File: src/rtl/cd_spi_pkg.sv
// Shared types and command-byte field positions for the SPI-to-CSR bridge.
package cd_spi_pkg;

  typedef enum logic [1:0] {
    IDLE  = 2'd0,
    CMD   = 2'd1,
    WDATA = 2'd2,
    RDATA = 2'd3
  } state_t;

  localparam int unsigned CMD_WR_BIT   = 7;
  localparam int unsigned CMD_INC_BIT  = 6;
  localparam int unsigned CMD_ADDR_LSB = 0;
  localparam int unsigned CMD_ADDR_MSB = 4;

endpackage

File: src/rtl/cd_sync_bit.sv
// N-stage single-bit synchroniser into the clk domain, clears to 0 on reset.
module cd_sync_bit #(
  parameter int unsigned N = 2
) (
  input  logic clk,
  input  logic reset_n,
  input  logic d,
  output logic q
);

  logic [N-1:0] ff;

  always_ff @(posedge clk or negedge reset_n) begin
    if (!reset_n) ff <= '0;
    else          ff <= {ff[N-2:0], d};
  end

  assign q = ff[N-1];

endmodule

File: src/rtl/cd_spi_csr_bridge.sv
// Mode-0 SPI slave that turns host frames into single-cycle csr_* accesses.
// Define CD_SPI_ADDR_INC_EN to honour the command inc bit (address auto-increment).
module cd_spi_csr_bridge
  import cd_spi_pkg::*;
#(
  parameter int unsigned SYNC_STAGES = 2,
  parameter int unsigned ADDR_W      = 5
) (
  input  logic              clk,
  input  logic              reset_n,
  input  logic              spi_sclk,
  input  logic              spi_nss,
  input  logic              spi_mosi,
  output logic              spi_miso,
  output logic              spi_miso_oe,
  output logic              chip_select,
  output logic [ADDR_W-1:0] csr_address,
  output logic              csr_read,
  input  logic [7:0]        csr_readdata,
  output logic              csr_write,
  output logic [7:0]        csr_writedata
);

`ifdef CD_SPI_ADDR_INC_EN
  localparam bit ADDR_INC = 1'b1;
`else
  localparam bit ADDR_INC = 1'b0;
`endif

  logic sclk_s, nss_s, mosi_s;
  logic sclk_d, nss_d;
  logic sclk_rise, sclk_fall, nss_fall;

  cd_sync_bit #(.N(SYNC_STAGES)) u_sync_sclk (.clk(clk), .reset_n(reset_n), .d(spi_sclk), .q(sclk_s));
  cd_sync_bit #(.N(SYNC_STAGES)) u_sync_nss  (.clk(clk), .reset_n(reset_n), .d(spi_nss),  .q(nss_s));
  cd_sync_bit #(.N(SYNC_STAGES)) u_sync_mosi (.clk(clk), .reset_n(reset_n), .d(spi_mosi), .q(mosi_s));

  // nss_d resets low so a select held low across reset never looks like a fresh frame start
  always_ff @(posedge clk or negedge reset_n) begin
    if (!reset_n) begin
      sclk_d <= 1'b0;
      nss_d  <= 1'b0;
    end else begin
      sclk_d <= sclk_s;
      nss_d  <= nss_s;
    end
  end

  assign sclk_rise = sclk_s & ~sclk_d;
  assign sclk_fall = ~sclk_s & sclk_d;
  assign nss_fall  = nss_d & ~nss_s;

  state_t      state, state_nx;
  logic [2:0]  bit_cnt;
  logic [7:0]  shift_in, shift_out, rx_byte;
  logic        load_pend, cmd_inc, byte_done;

  assign rx_byte   = {shift_in[6:0], mosi_s};
  assign byte_done = sclk_rise & (bit_cnt == 3'd7) & ~nss_s & (state != IDLE);
  assign spi_miso  = shift_out[7];

  always_ff @(posedge clk or negedge reset_n) begin
    if (!reset_n) state <= IDLE;
    else          state <= state_nx;
  end

  always_comb begin
    state_nx = state;
    if (nss_s) begin
      state_nx = IDLE;
    end else begin
      case (state)
        IDLE:    if (nss_fall) state_nx = CMD;
        CMD:     if (byte_done) state_nx = rx_byte[CMD_WR_BIT] ? WDATA : RDATA;
        default: state_nx = state;
      endcase
    end
  end

  // Bit shifting, strobe generation, read-data load and address tracking
  always_ff @(posedge clk or negedge reset_n) begin
    if (!reset_n) begin
      bit_cnt       <= 3'd0;
      shift_in      <= 8'd0;
      shift_out     <= 8'd0;
      load_pend     <= 1'b0;
      cmd_inc       <= 1'b0;
      chip_select   <= 1'b0;
      spi_miso_oe   <= 1'b0;
      csr_address   <= '0;
      csr_read      <= 1'b0;
      csr_write     <= 1'b0;
      csr_writedata <= 8'd0;
    end else begin
      csr_read    <= 1'b0;
      csr_write   <= 1'b0;
      chip_select <= (state_nx != IDLE);
      spi_miso_oe <= (state_nx != IDLE);

      if (cmd_inc && (csr_read || csr_write))
        csr_address <= csr_address + ADDR_W'(1);

      if (state == IDLE || nss_s) begin
        bit_cnt   <= 3'd0;
        shift_in  <= 8'd0;
        shift_out <= 8'd0;
        load_pend <= 1'b0;
      end else begin
        if (sclk_rise) begin
          bit_cnt  <= bit_cnt + 3'd1;
          shift_in <= rx_byte;
        end

        if (byte_done) begin
          case (state)
            CMD: begin
              csr_address <= ADDR_W'(rx_byte[CMD_ADDR_MSB:CMD_ADDR_LSB]);
              cmd_inc     <= ADDR_INC & rx_byte[CMD_INC_BIT];
              csr_read    <= ~rx_byte[CMD_WR_BIT];
            end
            WDATA: begin
              csr_write     <= 1'b1;
              csr_writedata <= rx_byte;
            end
            RDATA:   csr_read <= 1'b1;
            default: ;
          endcase
        end

        // The fall right after a load is skipped so the fetched MSB is presented first
        if (csr_read) begin
          shift_out <= csr_readdata;
          load_pend <= 1'b1;
        end else if (sclk_fall) begin
          if (load_pend) load_pend <= 1'b0;
          else           shift_out <= {shift_out[6:0], 1'b0};
        end
      end
    end
  end

endmodule

File: config.mk
export PLATFORM = sky130hd
export DESIGN_NAME = cd_spi_csr_bridge
export DESIGN_NICKNAME = d
export VERILOG_FILES = /design/src/rtl/cd_spi_pkg.sv /design/src/rtl/cd_sync_bit.sv /design/src/rtl/cd_spi_csr_bridge.sv
export SDC_FILE = /design/constraint.sdc
export NUM_CORES = 1
export LEC_CHECK = 0
export BUFFER_PORTS_ARGS = -buffer_cell sky130_fd_sc_hd__buf_2
export CORE_MARGIN = 3
export CORE_UTILIZATION = 35
export CTS_BUF_LIST = sky130_fd_sc_hd__clkbuf_8
export DETAILED_ROUTE_END_ITERATION = 8
export GPL_TIMING_DRIVEN = 0
export PLACE_DENSITY_LB_ADDON = 0.12
export SLEW_MARGIN = 20
export SYNTH_ARGS = -nofsm -noshare
export SYNTH_HDL_FRONTEND = slang
export SYNTH_HIERARCHICAL = 1
export SYNTH_SLANG_ARGS = --single-unit
File: constraint.sdc
create_clock -name clk -period 1.9 [get_ports clk]
set_clock_uncertainty 0.05 [all_clocks]
set_input_delay 0.19 -clock clk [delete_from_list [all_inputs] [get_ports clk]]
set_output_delay 0.19 -clock clk [all_outputs]
set_load 0.02 [all_outputs]
# ---- After elaboration in Yosys (flattened, before gate mapping)
# Index checks and enable logic that the tools add are counted.
dict set report op_classes {
  reduce_logical 9
  n_eq_ne 5
  n_addsub 1
  n_mux 25
  bitwise 11
}
# operator count
set ops {}
lappend ops {{8-bit two-way mux} 4}
lappend ops {{5-bit two-way mux} 3}
lappend ops {{7-bit two-way mux} 2}
lappend ops {{1-bit two-way mux} 9}
lappend ops {{1-bit AND} 6}
lappend ops {{2-bit two-way mux} 3}
lappend ops {{3-bit two-way mux} 2}
lappend ops {{3-bit AND reduction} 2}
lappend ops {{2-bit nonzero test} 3}
lappend ops {{1-bit NOT} 5}
lappend ops {{2-bit equality test, second input constant} 2}
lappend ops {{2-bit one-hot mux with 2 select lines} 1}
lappend ops {{3-bit by 1-bit adder with 3-bit output, second input constant} 1}
lappend ops {{3-bit equality test, second input constant} 1}
lappend ops {{3-bit by 2-bit inequality test with 1-bit output, second input constant} 1}
lappend ops {{3-bit nonzero test} 1}
lappend ops {{2-bit by 1-bit equality test with 1-bit output, second input constant} 1}
lappend ops {{2-bit zero test} 1}
lappend ops {{1-bit one-hot mux with 2 select lines} 1}
lappend ops {{2-bit AND reduction} 1}
lappend ops {{1-bit logical OR} 1}
dict set report totals {
  register_bits 45
  wordCells 66
}

# ---- Longest topological paths before layout
dict set report logic_depth {
  word_depth 9
  ltp_mapped 5
  depth_no_buf 5
}

# ---- Cells and area by module
# The synthesis kept the hierarchy.
# module cells_per_inst n_inst area_each_um2 seq_area_each_um2
set modules_own_cells {}
lappend modules_own_cells {cd_spi_csr_bridge 141 1 1625.3 975.9}
lappend modules_own_cells {cd_sync_bit 2 3 50.0 50.0}

# ---- Worst setup path after synthesis
# Ideal clock, no wire load.
dict set report synth_path {
  path_kind {register to register}
  start {reg bit_cnt[0]}
  end {reg csr_writedata[0]}
  path_stages_with_launch 6
  setup_time_ns 0.125
  required_ns 1.725
  slack_ns 0.273
  t_arrival_ns 1.452
  cell_sequence {dfrtp_1 > ha_1 > ha_1 > and4bb_2 > nand3b_4 > mux2_2}
}
dict set report synth_via {
  elab_chain_cells 5
}
# item line
set synth_rtl {}
lappend synth_rtl {{start, declared} cd_spi_csr_bridge.sv:54} ;# logic [2:0] bit_cnt;
lappend synth_rtl {{start signal, assigned} cd_spi_csr_bridge.sv:110} ;# bit_cnt <= bit_cnt + 3'd1;
lappend synth_rtl {{3-bit equality test} cd_spi_csr_bridge.sv:59} ;# assign byte_done = sclk_rise & (bit_cnt == 3'd7) & ~nss_s & (state != IDLE);
lappend synth_rtl {{1-bit AND (3 in a row)} cd_spi_csr_bridge.sv:59}
lappend synth_rtl {{3-bit AND reduction (no source line)} --}
lappend synth_rtl {{end signal, assigned} cd_spi_csr_bridge.sv:123} ;# csr_writedata <= rx_byte;
lappend synth_rtl {{end, declared} cd_spi_csr_bridge.sv:21} ;# output logic [7:0] csr_writedata
# Every way passes these cells.
# A chain may end at the register's enable or synchronous reset.

# ---- Worst setup path after layout
dict set report layout_path {
  start {reg bit_cnt[0]}
  end {reg csr_address[0]}
}
dict set report layout_via {
  elab_chain_cells 5
}
# item line
set layout_rtl {}
lappend layout_rtl {{3-bit equality test} cd_spi_csr_bridge.sv:59}
lappend layout_rtl {{1-bit AND (3 in a row)} cd_spi_csr_bridge.sv:59}
lappend layout_rtl {{3-bit AND reduction (no source line)} --}
lappend layout_rtl {{end signal, assigned} cd_spi_csr_bridge.sv:101} ;# csr_address <= csr_address + ADDR_W'(1);
lappend layout_rtl {{end signal, assigned} cd_spi_csr_bridge.sv:117} ;# csr_address <= ADDR_W'(rx_byte[CMD_ADDR_MSB:CMD_ADDR_LSB]);
lappend layout_rtl {{end, declared} cd_spi_csr_bridge.sv:17} ;# output logic [ADDR_W-1:0] csr_address,
# Every way passes these cells.

==> flow_summary.json <==
{
  "cell_internal_pwr_mw": 1.28,
  "worst_pin_slew_ns": 0.558,
  "holdCritPathClass": "input pin to flop",
  "p_leak_nw": 1.06,
  "drt_pre_antenna_iters": 4,
  "floorplan.initialDensity": 0.369,
  "postSynthCellCount": 147,
  "setup_tns_ns": 0,
  "worst_setup_path_end_kind": "flop",
  "p_comb_frac": 0.048,
  "final-setup-viol-count": 0,
  "yosys.cell_count.top_type": "dfrtp_1",
  "max_clock_buf_depth": 2,
  "number_of_antenna_violations_at_the_first_check_in_global_routing": 0,
  "synth.top_cells.by_count": "dfrtp_1, nand2_1, a21oi_1, mux2_2, nor2b_1",
  "overall_routed_net_length_um": 3330,
  "drt_iter0_drc": 30,
  "rsz_0062_raised_after_global_routing": "no",
  "layout_worst_path_cycle_share": 0.918,
  "status": "finished, final reports clean",
  "power.share.sequential": 0.602,
  "timing.final.hold_violations": 0,
  "whs_ns": 0.111,
  "drv.max_cap_violation_count": 0,
  "syn_area_um2": 1780,
  "timing.critical_path.required_ns": 2.02,
  "worstSetupStartpoint": "bit_cnt[0]",
  "num_clock_sinks": 45,
  "post-cts-setup-buffer-count": 0,
  "antenna_cells": 0,
  "start_kind": "flop",
  "dpl.hpwl_um": 2240,
  "critical_path_class": "flop to flop",
  "vdd_ir_drop_max_uv": 452,
  "synth-warning-count": 6,
  "synth-seq-cells": 45,
  "die_x_um": 77.2,
  "power.share.switching": 0.213,
  "clock_tree.root_cell": "clkbuf_8",
  "placement.io_buffers": 30,
  "fillCellCount": 473,
  "cp.arrival_ns": 1.87,
  "synth_top_flop_cell": "dfrtp_1",
  "synth_top_area_frac": 0.634,
  "rows": 25,
  "worst_skew_pair.late_latency_ns": 0.29,
  "routed_via_density": 4.58,
  "grt_use_total": 0.125,
  "cts-buffers-inserted": 5,
  "syn_nets": 162,
  "cts-hold-fix-buffers": 3,
  "period_minus_slack_ns": 1.74,
  "clock_tree.htree_level_count": 2,
  "yosys-top-cells-area": "dfrtp_1, mux2_2, nand2_1",
  "clock_slew_at_the_register_clock_pins_of_the_worst_setup_and_hold_paths_ns": 0.08,
  "hp-start": "csr_readdata[0]",
  "die_area_um2": 5960,
  "final_layout_size_suffix_gt1_frac": 0.303,
  "clock_power_share": 0.350,
  "grt_max_degree": 46,
  "synth.distinct_cells": 23,
  "timing.critical_path.fanout_max": 5,
  "yosys.area.top_type": "dfrtp_1",
  "core_area_um2": 4820,
  "dr_total_vias": 1168,
  "rr_startpoint": "bit_cnt[0]",
  "post_cts_resize_count": 0,
  "rrSetupSlack_ns": 0.16,
  "seqCellArea_um2": 1130,
  "finish.net_count": 203,
  "maxClockFrequency_mhz": 574,
  "final_replace_weighted_congestion": 0.705,
  "synthToLayoutAreaGrowth_pct": 20.4,
  "synth-edff-count": 0,
  "timing.max_slew.rel_slack": 0.628,
  "cellPowerDensity_nw_per_um2": 762,
  "final_cells": 255,
  "postSynth.asyncResetShare": 1.00,
  "timing.final.max_slew_violations": 0,
  "synth-seq-area-share": 0.634,
  "p_switching_mw": 0.347,
  "tritoncts": "done",
  "route.antenna.remaining_nets": 0,
  "vias_in_the_first_global_route": 1222,
  "dp.cells": 244,
  "design.portCount": 31,
  "multi_input_comb_area_um2": 614,
  "post_synth.cell_area_avg_um2": 12.1,
  "grt_first_pass_wirelength_um": 5890,
  "wl_per_instance_um": 13.1,
  "globalRouteOverflowTotal": 0,
  "route.detailed.drc": 0,
  "chip_height_um": 77.2
}
## power groups by stage
| stage | Clock [mW] | Combinational (mW) | Sequential (mW) |
|---|---|---|---|
| after floorplan | 0 | 0.0305 | 0.999 |
| after global placement | 0 | 0.0724 | 0.999 |
| after detailed placement | 0 | 0.0745 | 1.00 |
| after CTS | 0.601 | 0.0794 | 0.981 |
| after global routing | 0.642 | 0.0894 | 0.984 |
| final | 0.570 | 0.0785 | 0.981 |
## kinds of logic after synthesis
family          count (synthesis)  synth area share
compound gates                 29            0.0973
buf+inv                         8            0.0197
flops                          45             0.634
fa+ha+maj                       2            0.0141
xor+xnor                        1           0.00493
mux                            13            0.0825
simple gates                   49             0.147
## layout make-up
type / count / share of cell area
inverters: 2 / 0.00351
plain buffers: 6 / 0.0129
flip-flops and latches: 45 / 0.527
clock inverters: 1 / 0.00176
repair buffers: 34 / 0.0901
well taps: 67 / 0.0392
clock buffers: 6 / 0.0386
multi-input cells: 94 / 0.287
## path summary, 6_finish.rpt
check / endpoint / cells past startpoint
setup / recovery: csr_address[0] / 5
hold / removal: shift_out[0] / 3
setup reg to reg: csr_address[0] / 5
hold reg to reg: u_sync_nss/ff[1] / 0
max in group asynchronous: csr_writedata[2] / 2
min in group asynchronous: shift_out[6] / 2
## sequential cells by signal (all words and copies together), names as in the netlist, 2 cells and up
| signal | count |
|---|---|
| bit_cnt | 3 |
| csr_writedata | 8 |
| shift_in | 7 |
| u_sync_mosi/ff | 2 |
| u_sync_sclk/ff | 2 |
| shift_out | 8 |
| u_sync_nss/ff | 2 |
| state | 2 |
| csr_address | 5 |
## layout by cell type, fill, tap and decap left out, drive strengths merged, types with 3 or more instances in the layout
cell type | Yosys | final
dfrtp | 45 | 45
nand2 | 27 | 27
mux2 | 13 | 13
dlygate4sd3 | 0 | 4
a211oi | 7 | 7
inv | 2 | 3
nor2 | 4 | 4
buf | 2 | 32
clkbuf | 4 | 10
a21oi | 20 | 20
nor2b | 9 | 9
## per-layer routing
| metal | global-route usage | vias up | routed length (um) | part of all wire |
|---|---|---|---|---|
| met5 | 0 | - | 0 | 0 |
| met2 | 0.203 | 26 | 1600 | 0.48 |
| met3 | 0.0434 | 2 | 174 | 0.052 |
| met1 | 0.158 | 555 | 1540 | 0.46 |
| met4 | 0.0374 | 0 | 15 | 0.0045 |
| li1 | - | 585 | - | - |
## stage by stage
stage | area [um2] | util | total power, mW | setup slack, ns
2_1_floorplan | 1780 | - | 1.03 | 0.273
3_3_place_gp | 2010 | 0.417 | 1.07 | 0.171
3_5_place_dp | 2010 | 0.417 | 1.07 | 0.159
4_1_cts | 2130 | 0.441 | 1.66 | 0.141
5_1_grt | 2140 | 0.444 | 1.72 | 0.0774
6_report | 2140 | 0.444 | 1.63 | 0.156
## critical path: stages (launching register included)
cell and delay [ns]:
dfrtp_1 0.40, ha_1 0.20, ha_1 0.17, and4bb_2 0.28, nand3_2 0.17, mux2_2 0.35
(Power assumes the default switching activity.)
